File: src/rtl/id_ex_stage_pkg.sv
// id_ex_stage_pkg
// Shared definitions for the ID/EX stage: instruction op classes, the ALU
// control codes consumed by the ALU, and the operand forwarding selector.
package id_ex_stage_pkg;

  typedef enum logic [2:0] {
    CLS_R_ALU  = 3'd0,
    CLS_I_ALU  = 3'd1,
    CLS_LOAD   = 3'd2,
    CLS_STORE  = 3'd3,
    CLS_JALR   = 3'd4,
    CLS_BRANCH = 3'd5,
    CLS_JAL    = 3'd6
  } op_class_e;

  localparam logic [3:0] ALU_ADD = 4'd0;
  localparam logic [3:0] ALU_SUB = 4'd1;
  localparam logic [3:0] ALU_AND = 4'd2;
  localparam logic [3:0] ALU_OR  = 4'd3;
  localparam logic [3:0] ALU_SLT = 4'd4;
  localparam logic [3:0] ALU_XOR = 4'd5;
  localparam logic [3:0] ALU_SLL = 4'd6;
  localparam logic [3:0] ALU_SRL = 4'd7;
  localparam logic [3:0] ALU_SRA = 4'd8;
  localparam logic [3:0] ALU_BNE = 4'd9;

  typedef enum logic [1:0] {
    FWD_REG   = 2'd0,
    FWD_EXMEM = 2'd1,
    FWD_MEMWB = 2'd2
  } fwd_sel_e;

  // Classes that write a destination register (before the rd != x0 check).
  function automatic logic writes_rd(input op_class_e c);
    return (c == CLS_R_ALU) || (c == CLS_I_ALU) || (c == CLS_LOAD) ||
           (c == CLS_JALR)  || (c == CLS_JAL);
  endfunction

  // EX/MEM wins over MEM/WB; x0 never forwards.
  function automatic fwd_sel_e fwd_select(input logic [4:0] rs,
                                          input logic       em_we,
                                          input logic [4:0] em_rd,
                                          input logic       mw_we,
                                          input logic [4:0] mw_rd);
    if (rs == 5'd0)                 return FWD_REG;
    else if (em_we && em_rd == rs)  return FWD_EXMEM;
    else if (mw_we && mw_rd == rs)  return FWD_MEMWB;
    else                            return FWD_REG;
  endfunction

endpackage

File: src/rtl/id_ex_stage_alu_ctrl_dec.sv
// alu_ctrl_dec
// Combinational decode of op class / funct3 / instr[30] into the 4-bit ALU
// control code.
//   i_class  : op class
//   i_funct3 : instr[14:12]
//   i_b30    : instr[30]
//   o_code   : ALU control code
module alu_ctrl_dec
  import id_ex_stage_pkg::*;
(
  input  op_class_e  i_class,
  input  logic [2:0] i_funct3,
  input  logic       i_b30,
  output logic [3:0] o_code
);

  always_comb begin
    o_code = ALU_ADD;
    case (i_class)
      CLS_R_ALU, CLS_I_ALU: begin
        case (i_funct3)
          // instr[30] on ADDI is immediate data, so SUB exists only for R-type
          3'b000: o_code = (i_class == CLS_R_ALU && i_b30) ? ALU_SUB : ALU_ADD;
          3'b111: o_code = ALU_AND;
          3'b110: o_code = ALU_OR;
          3'b010: o_code = ALU_SLT;
          3'b100: o_code = ALU_XOR;
          3'b001: o_code = ALU_SLL;
          3'b101: o_code = i_b30 ? ALU_SRA : ALU_SRL;
          default: o_code = ALU_ADD;
        endcase
      end
      CLS_BRANCH: begin
        case (i_funct3)
          3'b000:  o_code = ALU_XOR;   // BEQ: zero result means equal
          3'b001:  o_code = ALU_BNE;
          default: o_code = ALU_ADD;
        endcase
      end
      default: o_code = ALU_ADD;
    endcase
  end

endmodule

File: src/rtl/id_ex_stage.sv
// id_ex_stage
// ID/EX pipeline register in front of the ALU. Registers the decoded
// instruction, forwards operands from EX/MEM and MEM/WB, selects the ALU
// operands and raises a one-cycle load-use stall toward IF/ID.
//   clk_i, rst_i           : clock, synchronous active-high reset
//   hold_i, flush_i        : global freeze, redirect kill
//   id_*                   : decoded instruction from ID
//   exmem_*, memwb_*       : forwarding sources
//   stall_o                : load-use hazard, IF/ID must hold
//   ex_*, alu_*            : EX-side control, ALU code and operands
module id_ex_stage
  import id_ex_stage_pkg::*;
#(
  parameter int XLEN = 32
)(
  input  logic            clk_i,
  input  logic            rst_i,
  input  logic            hold_i,
  input  logic            flush_i,
  input  logic            id_valid_i,
  input  op_class_e       id_class_i,
  input  logic [2:0]      id_funct3_i,
  input  logic            id_b30_i,
  input  logic [4:0]      id_rs1_i,
  input  logic [4:0]      id_rs2_i,
  input  logic [4:0]      id_rd_i,
  input  logic            id_use_rs1_i,
  input  logic            id_use_rs2_i,
  input  logic [XLEN-1:0] id_rs1_data_i,
  input  logic [XLEN-1:0] id_rs2_data_i,
  input  logic [XLEN-1:0] id_imm_i,
  input  logic [XLEN-1:0] id_pc_i,
  input  logic            exmem_regwrite_i,
  input  logic [4:0]      exmem_rd_i,
  input  logic [XLEN-1:0] exmem_data_i,
  input  logic            memwb_regwrite_i,
  input  logic [4:0]      memwb_rd_i,
  input  logic [XLEN-1:0] memwb_data_i,
  output logic            stall_o,
  output logic            ex_valid_o,
  output logic            ex_regwrite_o,
  output logic            ex_memread_o,
  output logic            ex_memwrite_o,
  output logic [4:0]      ex_rd_o,
  output logic [XLEN-1:0] ex_pc_o,
  output logic [3:0]      alu_ctrl_o,
  output logic [XLEN-1:0] alu_data1_o,
  output logic [XLEN-1:0] alu_data2_o,
  output logic [XLEN-1:0] ex_store_data_o
);

  logic            r_valid, r_regwrite, r_memread, r_memwrite, r_op2_reg;
  logic [4:0]      r_rd, r_rs1, r_rs2;
  logic [3:0]      r_alu_ctrl;
  logic [XLEN-1:0] r_pc, r_rs1_data, r_rs2_data, r_imm;

  logic [3:0]      w_alu_ctrl;
  logic            w_stall, w_clear;
  fwd_sel_e        w_sel1, w_sel2;
  logic [XLEN-1:0] w_fwd1, w_fwd2;

  alu_ctrl_dec u_alu_ctrl_dec (
    .i_class  (id_class_i),
    .i_funct3 (id_funct3_i),
    .i_b30    (id_b30_i),
    .o_code   (w_alu_ctrl)
  );

  // Not gated by hold: the hazard is reported even while frozen, but hold
  // keeps the register contents, so it re-evaluates after release.
  assign w_stall = r_valid && r_memread && (r_rd != 5'd0) && id_valid_i &&
                   ((id_use_rs1_i && id_rs1_i == r_rd) ||
                    (id_use_rs2_i && id_rs2_i == r_rd));

  // Reset, flush (even under hold) and an unfrozen stall all load a bubble.
  assign w_clear = rst_i || flush_i || (!hold_i && w_stall);

  always_ff @(posedge clk_i) begin
    if (w_clear) begin
      r_valid    <= 1'b0;
      r_regwrite <= 1'b0;
      r_memread  <= 1'b0;
      r_memwrite <= 1'b0;
      r_op2_reg  <= 1'b0;
      r_rd       <= '0;
      r_rs1      <= '0;
      r_rs2      <= '0;
      r_alu_ctrl <= '0;
      r_pc       <= '0;
      r_rs1_data <= '0;
      r_rs2_data <= '0;
      r_imm      <= '0;
    end else if (!hold_i) begin
      r_valid    <= id_valid_i;
      r_regwrite <= id_valid_i && writes_rd(id_class_i) && (id_rd_i != 5'd0);
      r_memread  <= id_valid_i && (id_class_i == CLS_LOAD);
      r_memwrite <= id_valid_i && (id_class_i == CLS_STORE);
      r_op2_reg  <= (id_class_i == CLS_R_ALU) || (id_class_i == CLS_BRANCH);
      r_rd       <= id_rd_i;
      r_rs1      <= id_rs1_i;
      r_rs2      <= id_rs2_i;
      r_alu_ctrl <= w_alu_ctrl;
      r_pc       <= id_pc_i;
      r_rs1_data <= id_rs1_data_i;
      r_rs2_data <= id_rs2_data_i;
      r_imm      <= id_imm_i;
    end
  end

  assign w_sel1 = fwd_select(r_rs1, exmem_regwrite_i, exmem_rd_i,
                             memwb_regwrite_i, memwb_rd_i);
  assign w_sel2 = fwd_select(r_rs2, exmem_regwrite_i, exmem_rd_i,
                             memwb_regwrite_i, memwb_rd_i);

  always_comb begin
    w_fwd1 = r_rs1_data;
    case (w_sel1)
      FWD_EXMEM: w_fwd1 = exmem_data_i;
      FWD_MEMWB: w_fwd1 = memwb_data_i;
      default:   w_fwd1 = r_rs1_data;
    endcase
    w_fwd2 = r_rs2_data;
    case (w_sel2)
      FWD_EXMEM: w_fwd2 = exmem_data_i;
      FWD_MEMWB: w_fwd2 = memwb_data_i;
      default:   w_fwd2 = r_rs2_data;
    endcase
  end

  assign stall_o         = w_stall;
  assign ex_valid_o      = r_valid;
  assign ex_regwrite_o   = r_regwrite;
  assign ex_memread_o    = r_memread;
  assign ex_memwrite_o   = r_memwrite;
  assign ex_rd_o         = r_rd;
  assign ex_pc_o         = r_pc;
  assign alu_ctrl_o      = r_alu_ctrl;
  assign alu_data1_o     = w_fwd1;
  assign alu_data2_o     = r_op2_reg ? w_fwd2 : r_imm;
  assign ex_store_data_o = w_fwd2;

endmodule

File: config.mk
export PLATFORM = sky130hd
export DESIGN_NAME = id_ex_stage
export DESIGN_NICKNAME = d
export VERILOG_FILES = /design/src/rtl/id_ex_stage_pkg.sv /design/src/rtl/id_ex_stage_alu_ctrl_dec.sv /design/src/rtl/id_ex_stage.sv
export SDC_FILE = /design/constraint.sdc
export NUM_CORES = 1
export LEC_CHECK = 0
export CAP_MARGIN = 20
export CORE_ASPECT_RATIO = 0.5
export CORE_UTILIZATION = 35
export CTS_CLUSTER_SIZE = 8
export DETAILED_ROUTE_END_ITERATION = 10
export GPL_ROUTABILITY_DRIVEN = 0
export GPL_TIMING_DRIVEN = 0
export PLACE_DENSITY = 0.74
export SYNTH_ARGS = -nofsm -noshare
export SYNTH_HDL_FRONTEND = slang
export SYNTH_HIERARCHICAL = 1
export SYNTH_SLANG_ARGS = --single-unit
File: constraint.sdc
create_clock -name clk_i -period 2.73 [get_ports clk_i]
set_input_delay 0.4095 -clock clk_i [delete_from_list [all_inputs] [get_ports clk_i]]
set_output_delay 0.4095 -clock clk_i [all_outputs]
set_load 0.005 [all_outputs]
# --- Word level (Yosys, flattened, before mapping) ---
# Cells that the tools add are included.
totals:
  latchBits: 0
  regBits: 152
  word_cells: 81
  romBits: 0
  mem_count: 0
  mem_bits_rw: 0
classes:
  div: 0
  add_sub_neg: 0
  bitwise: 0
  n_eq_ne: 22
  n_mul: 0
  mux: 14
  n_shift: 0
  magnitude_cmp: 0
  n_reduce_logical: 32
op_table:
  columns: ["cell", "count"]
  rows:
  - ["$pmux W32 S2", 2]
  - ["$mux W32", 1]
  - ["$eq A5 B5 Y1", 6]
  - ["$pmux W4 S7", 1]
  - ["$eq A3 B3 Y1 const B", 7]
  - ["$logic_and A1 B1 Y1", 16]
  - ["$pmux W4 S2", 2]
  - ["$mux W2", 6]
  - ["$logic_not A5 Y1", 2]
  - ["$reduce_bool A5 Y1", 2]
  - ["$eq A3 B2 Y1 const B", 3]
  - ["$logic_or A1 B1 Y1", 8]
  - ["$eq A3 B1 Y1 const B", 2]
  - ["$logic_not A3 Y1", 2]
  - ["$eq A2 B1 Y1 const B", 2]
  - ["$eq A2 B2 Y1 const B", 2]
  - ["$mux W4", 1]
  - ["$reduce_or A2 Y1", 1]
  - ["$logic_not A1 Y1", 1]
  - ["$mux W1", 1]

# --- Longest topological paths before layout ---
depth:
  depth_word: 8
  ltp_mapped: 10
  ltp_nobuf: 8

# --- Modules after synthesis ---
# Netlist, hierarchy kept.
modules_own_cells:
  columns: ["mod", "seq_area_each_um2", "cells_per_inst", "area_per_inst_um2", "n_inst"]
  rows:
  - ["id_ex_stage", 3042.9, 1214, 9859.5, 1]
  - ["alu_ctrl_dec", 0.0, 19, 111.4, 1]

# --- Worst setup path before layout ---
# Ideal clock, no wire load.
synth_timing:
  path_kind: "input to output"
  startpoint: "in exmem_rd_i[3]"
  endpoint: "out alu_data2_o[23]"
  arrival_time_ns: 2.481
  cell_stages: 9
  slack_ns: -0.161
  path_cell_list: "xor2_1 -> nor4_1 -> and3_1 -> or4_1 -> ha_1 -> clkbuf_1 -> clkbuf_1 -> o21ai_0 -> mux2_2"
synth_via:
  elab_chain_cells: 7
synth_lines:
  columns: ["item", "line_no", "rtl"]
  rows:
  - ["start: declaration", "id_ex_stage.sv:34", "input logic [4:0] exmem_rd_i,"]
  - ["$eq A5 B5 Y1 *", "id_ex_stage_pkg.sv:46", "else if (em_we && em_rd == rs) return FWD_EXMEM;"]
  - ["$logic_and A1 B1 Y1 *", "id_ex_stage_pkg.sv:46", null]
  - ["$mux W2 *", "id_ex_stage_pkg.sv:46", null]
  - ["$mux W2 *", "id_ex_stage_pkg.sv:45", "if (rs == 5'd0) return FWD_REG;"]
  - ["$eq A2 B2 Y1 / $eq A2 B1 Y1 (equally long branches)", "id_ex_stage.sv:123", "case (w_sel2)"]
  - ["$pmux W32 S2 *", "id_ex_stage.sv:123", null]
  - ["named net ex_store_data_o[23]", "id_ex_stage.sv:49", "output logic [XLEN-1:0] ex_store_data_o"]
  - ["$mux W32 *", "id_ex_stage.sv:139", "assign alu_data2_o = r_op2_reg ? w_fwd2 : r_imm;"]
  - ["end: declaration", "id_ex_stage.sv:48", "output logic [XLEN-1:0] alu_data2_o,"]
# The timed path passes the listed nets; every way through them passes the cells marked *.

# --- Worst setup path in the final report ---
layout_timing:
  startpoint: "reg r_rs2[3]"
  endpoint: "out alu_data2_o[4]"
layout_via:
  elab_chain_cells: 8
layout_lines:
  columns: ["item", "line_no", "rtl"]
  rows:
  - ["start: declaration", "id_ex_stage.sv:53", "logic [4:0] r_rd, r_rs1, r_rs2;"]
  - ["start signal: assignment", "id_ex_stage.sv:101", "r_rs2 <= id_rs2_i;"]
  - ["$eq A5 B5 Y1", "id_ex_stage_pkg.sv:47", "else if (mw_we && mw_rd == rs) return FWD_MEMWB;"]
  - ["$logic_and A1 B1 Y1", "id_ex_stage_pkg.sv:47", null]
  - ["$mux W2", "id_ex_stage_pkg.sv:47", null]
  - ["$mux W2", "id_ex_stage_pkg.sv:46", null]
  - ["$mux W2 *", "id_ex_stage_pkg.sv:45", null]
  - ["$eq A2 B2 Y1 / $eq A2 B1 Y1 (equally long branches)", "id_ex_stage.sv:123", null]
  - ["$pmux W32 S2 *", "id_ex_stage.sv:123", null]
  - ["$mux W32 *", "id_ex_stage.sv:139", null]
# Mark *: on every way between the ends. The rest lies on a longest branch, timed or not.

==> metrics.md <==
| Metric | Value |
|---|---|
| Status | `finished, violations left` |
| Failing checks | `setup timing` |
| Pre-CTS setup slack | `-1.854 ns` |
| Area after DPL | `~14000 um2` |
| CP endpoint | `alu_data2_o[4]` |
| Worst endpoint required time | `between 2 and 2.5 ns` |
| Max Cap Viol | `0` |
| Worst-Margin Slew | `~1.0 ns` |
| Layout cells sized above 1 | `0.2960` |
| Synth Flop Type | `dfxtp_1` |
| Crit-path cells | `buf_4, xnor2_1, nand2_1, or4_4, ha_4, clkbuf_16, a22oi_2, o21ai_4, mux2_4, buf_6` |
| Drt drc | `0` |
| Power Density | `394.0 nW/um2` |
| Routed via count | `13.77k` |
| Minimum clock period after layout | `3.562 ns` |
| Yosys reg bits | `152` |
| Initial antenna violation count | `9` |
| Vias in the first global route | `12.99k` |
| Worst-path maximum fanout | `5` |
| Reg clk slew, reported paths | `around 0.06 ns` |
| # IOs | `375` |
| Total global-route track usage | `0.3587` |
| Setup CP Type | `reg2out` |
| Net Count, Synth | `1470` |
| Sequential cell area | `3083 um2` |
| CTS Buf Count | `17` |
| Leakage | `6.654 nW` |
| First-pass GRT wire length | `about 80000 um` |
| WL/cell | `approximately 26 um` |
| Fillers | `2167` |
| Max-slew violations | `0` |
| EDFF count, synth | `0` |
| Hold Vio Cnt, Final | `0` |
| Asr flop ratio synth | `0` |
| Cell area after layout | `17780 um2` |
| Post-synthesis instance total | `1233` |
| Worst Setup SP | `r_rs2[3]` |
| Number of cells on the worst reg-to-reg path | `6` |
| Port bufs | `373` |
| Hold Path Class | `in2reg` |
| Distinct cells, synth | `40` |
| Initial Utilization | `0.3578` |
| CP max stage delay | `about 0.56 ns` |
| Worst vdd ir | `471.9 uV` |
| Worst reg-to-reg setup slack | `0.41 ns` |
| Hpwl dp | `35950 um` |
| Worst-case clock skew | `0.01361 ns` |
| Root Driver | `clkbuf_16` |
| Worst setup SP type | `flip-flop` |
| Post-route ant nets | `0` |
| 1st-iter DRT viols | `2128` |
| Total design power | `7.005 mW` |
| Routed wire length | `around 56000 um` |
| First-pass detailed-route iteration total | `8` |
| Min-delay src | `id_rs2_i[2]` |
| Area of the core | `27870 um2` |
| RSZ-0062 raised after global routing | `yes` |
| Sink Count | `152` |
| Die Area | `29210 um2` |
| Rows | `43` |
| Post-Route Setup TNS | `-48.88 ns` |
| Die Width | `240.7 um` |
| Slowest CP cell | `or4_4` |
| Critical Path End Type | `output port` |
| Sequential area share after synthesis | `0.3052` |
| CTS tree | `done` |
| R2R Path Start | `ex_rd_o[1]` |
| Setup ws final | `-0.8316 ns` |
| Post-layout util | `0.6380` |
| Via-to-Cell Ratio | `between 6 and 7` |
| Yosys Warn Count | `6` |
| Clock buffer depth | `2` |
| Largest net degree at the start of global routing | `17` |
| Arrival @ worst endpoint | `3.15 ns` |
| FF-to-FF End | `r_rs2_data[8]` |
| Relative slew slack | `0.3055` |
| H-tree levels | `4` |
| Worst-skew pair later-pin latency | `approximately 0.44 ns` |
| Synth-to-layout area growth | `78.32%` |
| Final worst path period share | `1.305` |
| Total grt overflow | `0` |
| Die H | `between 100 and 150 um` |
| Average instance area after synthesis | `8.087 um2` |
| Fin nets | `1954` |
| Hold Buf Count CTS | `0` |
| Fmax | `between 200 and 300 MHz` |
| Multi-input logic area | `between 7000 and 8000 um2` |
| Mapped Area | `9971 um2` |
| Setup violations, final | `97` |
final cells by class:
class,count,area share
antenna,7,0.0009852
buffer,159,0.06453
clock buffer,21,0.02533
clock inverter,11,0.009711
inverter,3,0.0006334
multi-input combinational,916,0.4280
sequential,152,0.1734
tap,382,0.02688
timing repair buffer,468,0.2705
placed cells by master (no fill, tap or decap), drive strengths merged, types with 6 or more instances in the layout:
master and instances:
clkdlybuf4s50 265, buf 219, nand2 218, a22oi 212, dfxtp 152, clkbuf 151, nor3b 149, o221ai 147
o21ai 72, mux2 32, xnor2 18, xor2 13, dlygate4sd2 9, diode 7, or4 7, clkinv 6
metrics by stage:
stage               cells  hold WS (ns)
floorplan            1233        0.4555
global placement     1988        0.4723
detailed placement   1988        0.4738
CTS                  2094        0.4877
global route         2118        0.4630
finish               2119        0.4392
power breakdown:
part,switching (mW),internal (mW),leakage (nW)
logic,0.949,0.950,5.09
registers,0.130,2.35,1.26
clock network,1.06,1.56,0.301
total,2.14,4.86,6.65
Yosys cell counts (2+ instances only):
cell type    n  share of area
nor2_1       5         0.0019
a21oi_1      5         0.0025
a2bb2oi_1    3         0.0026
nor4_1       4         0.0025
o21ai_0     72          0.036
buf_2        9         0.0045
nor3_1       2         0.0010
nand2_1    218          0.082
buf_6       12          0.014
or2_2        2         0.0013
and3_1       2         0.0013
or4_1        6         0.0045
nor3b_1    149           0.11
xor2_1      13          0.011
xnor2_1     18          0.016
and2_1       3         0.0019
o221ai_1   147           0.13
o21a_1       2         0.0015
ha_1         4         0.0050
clkbuf_1   132          0.050
buf_1        8         0.0030
dfxtp_1    152           0.31
a22oi_1    212           0.16
nand4_1      4         0.0025
inv_1        3         0.0011
mux2_2      32          0.036
kinds of logic after synthesis:
| logic type | Yosys count | share of synthesized area |
|---|---|---|
| AO/OA/AOI/OAI | 448 | 0.3382 |
| buffers and inverters | 165 | 0.07266 |
| flip-flops | 152 | 0.3052 |
| AND/OR/NAND/NOR | 401 | 0.2156 |
| adder cells (fa/ha/maj) | 4 | 0.005020 |
| multiplexers | 32 | 0.03614 |
| XOR/XNOR | 31 | 0.02723 |
metal layers:
metal | wire, um | share of wire | vias up | track usage
li1 | - | - | 5774 | -
met5 | 23 | 0.00041 | - | 0
met2 | 24700 | 0.44 | 1094 | 0.5623
met1 | 20730 | 0.37 | 6580 | 0.4398
met3 | 6096 | 0.11 | 316 | 0.07507
met4 | 4468 | 0.080 | 4 | 0.2552
worst max-delay path: cells and delay by family (launching register included):
family | cells | cell delay [ns]
AO/OA/AOI/OAI | 2 | 0.56
XOR/XNOR | 1 | 0.17
buffers and inverters | 3 | 0.43
multiplexers | 1 | 0.28
adder cells (fa/ha/maj) | 1 | 0.24
AND/OR/NAND/NOR | 2 | 0.68
flip-flops | 1 | 0.35
worst min-delay path by stage:
stage	end	depth (start not counted)
finish	r_rs2[2]	4
global route	r_rs2[2]	4
CTS	ex_regwrite_o	2
detailed placement	ex_regwrite_o	2
global placement	r_rs2_data[3]	2
floorplan	r_imm[0]	2
timing repair:
action / 4_1_cts / 5_1_grt
buffers inserted: 62 / 25
endpoints found under the setup margin: 97 / 97
resized for setup: 886 / 138
pin swaps: 84 / 63
cloned: 14 / 2
(Power assumes the default switching activity.)
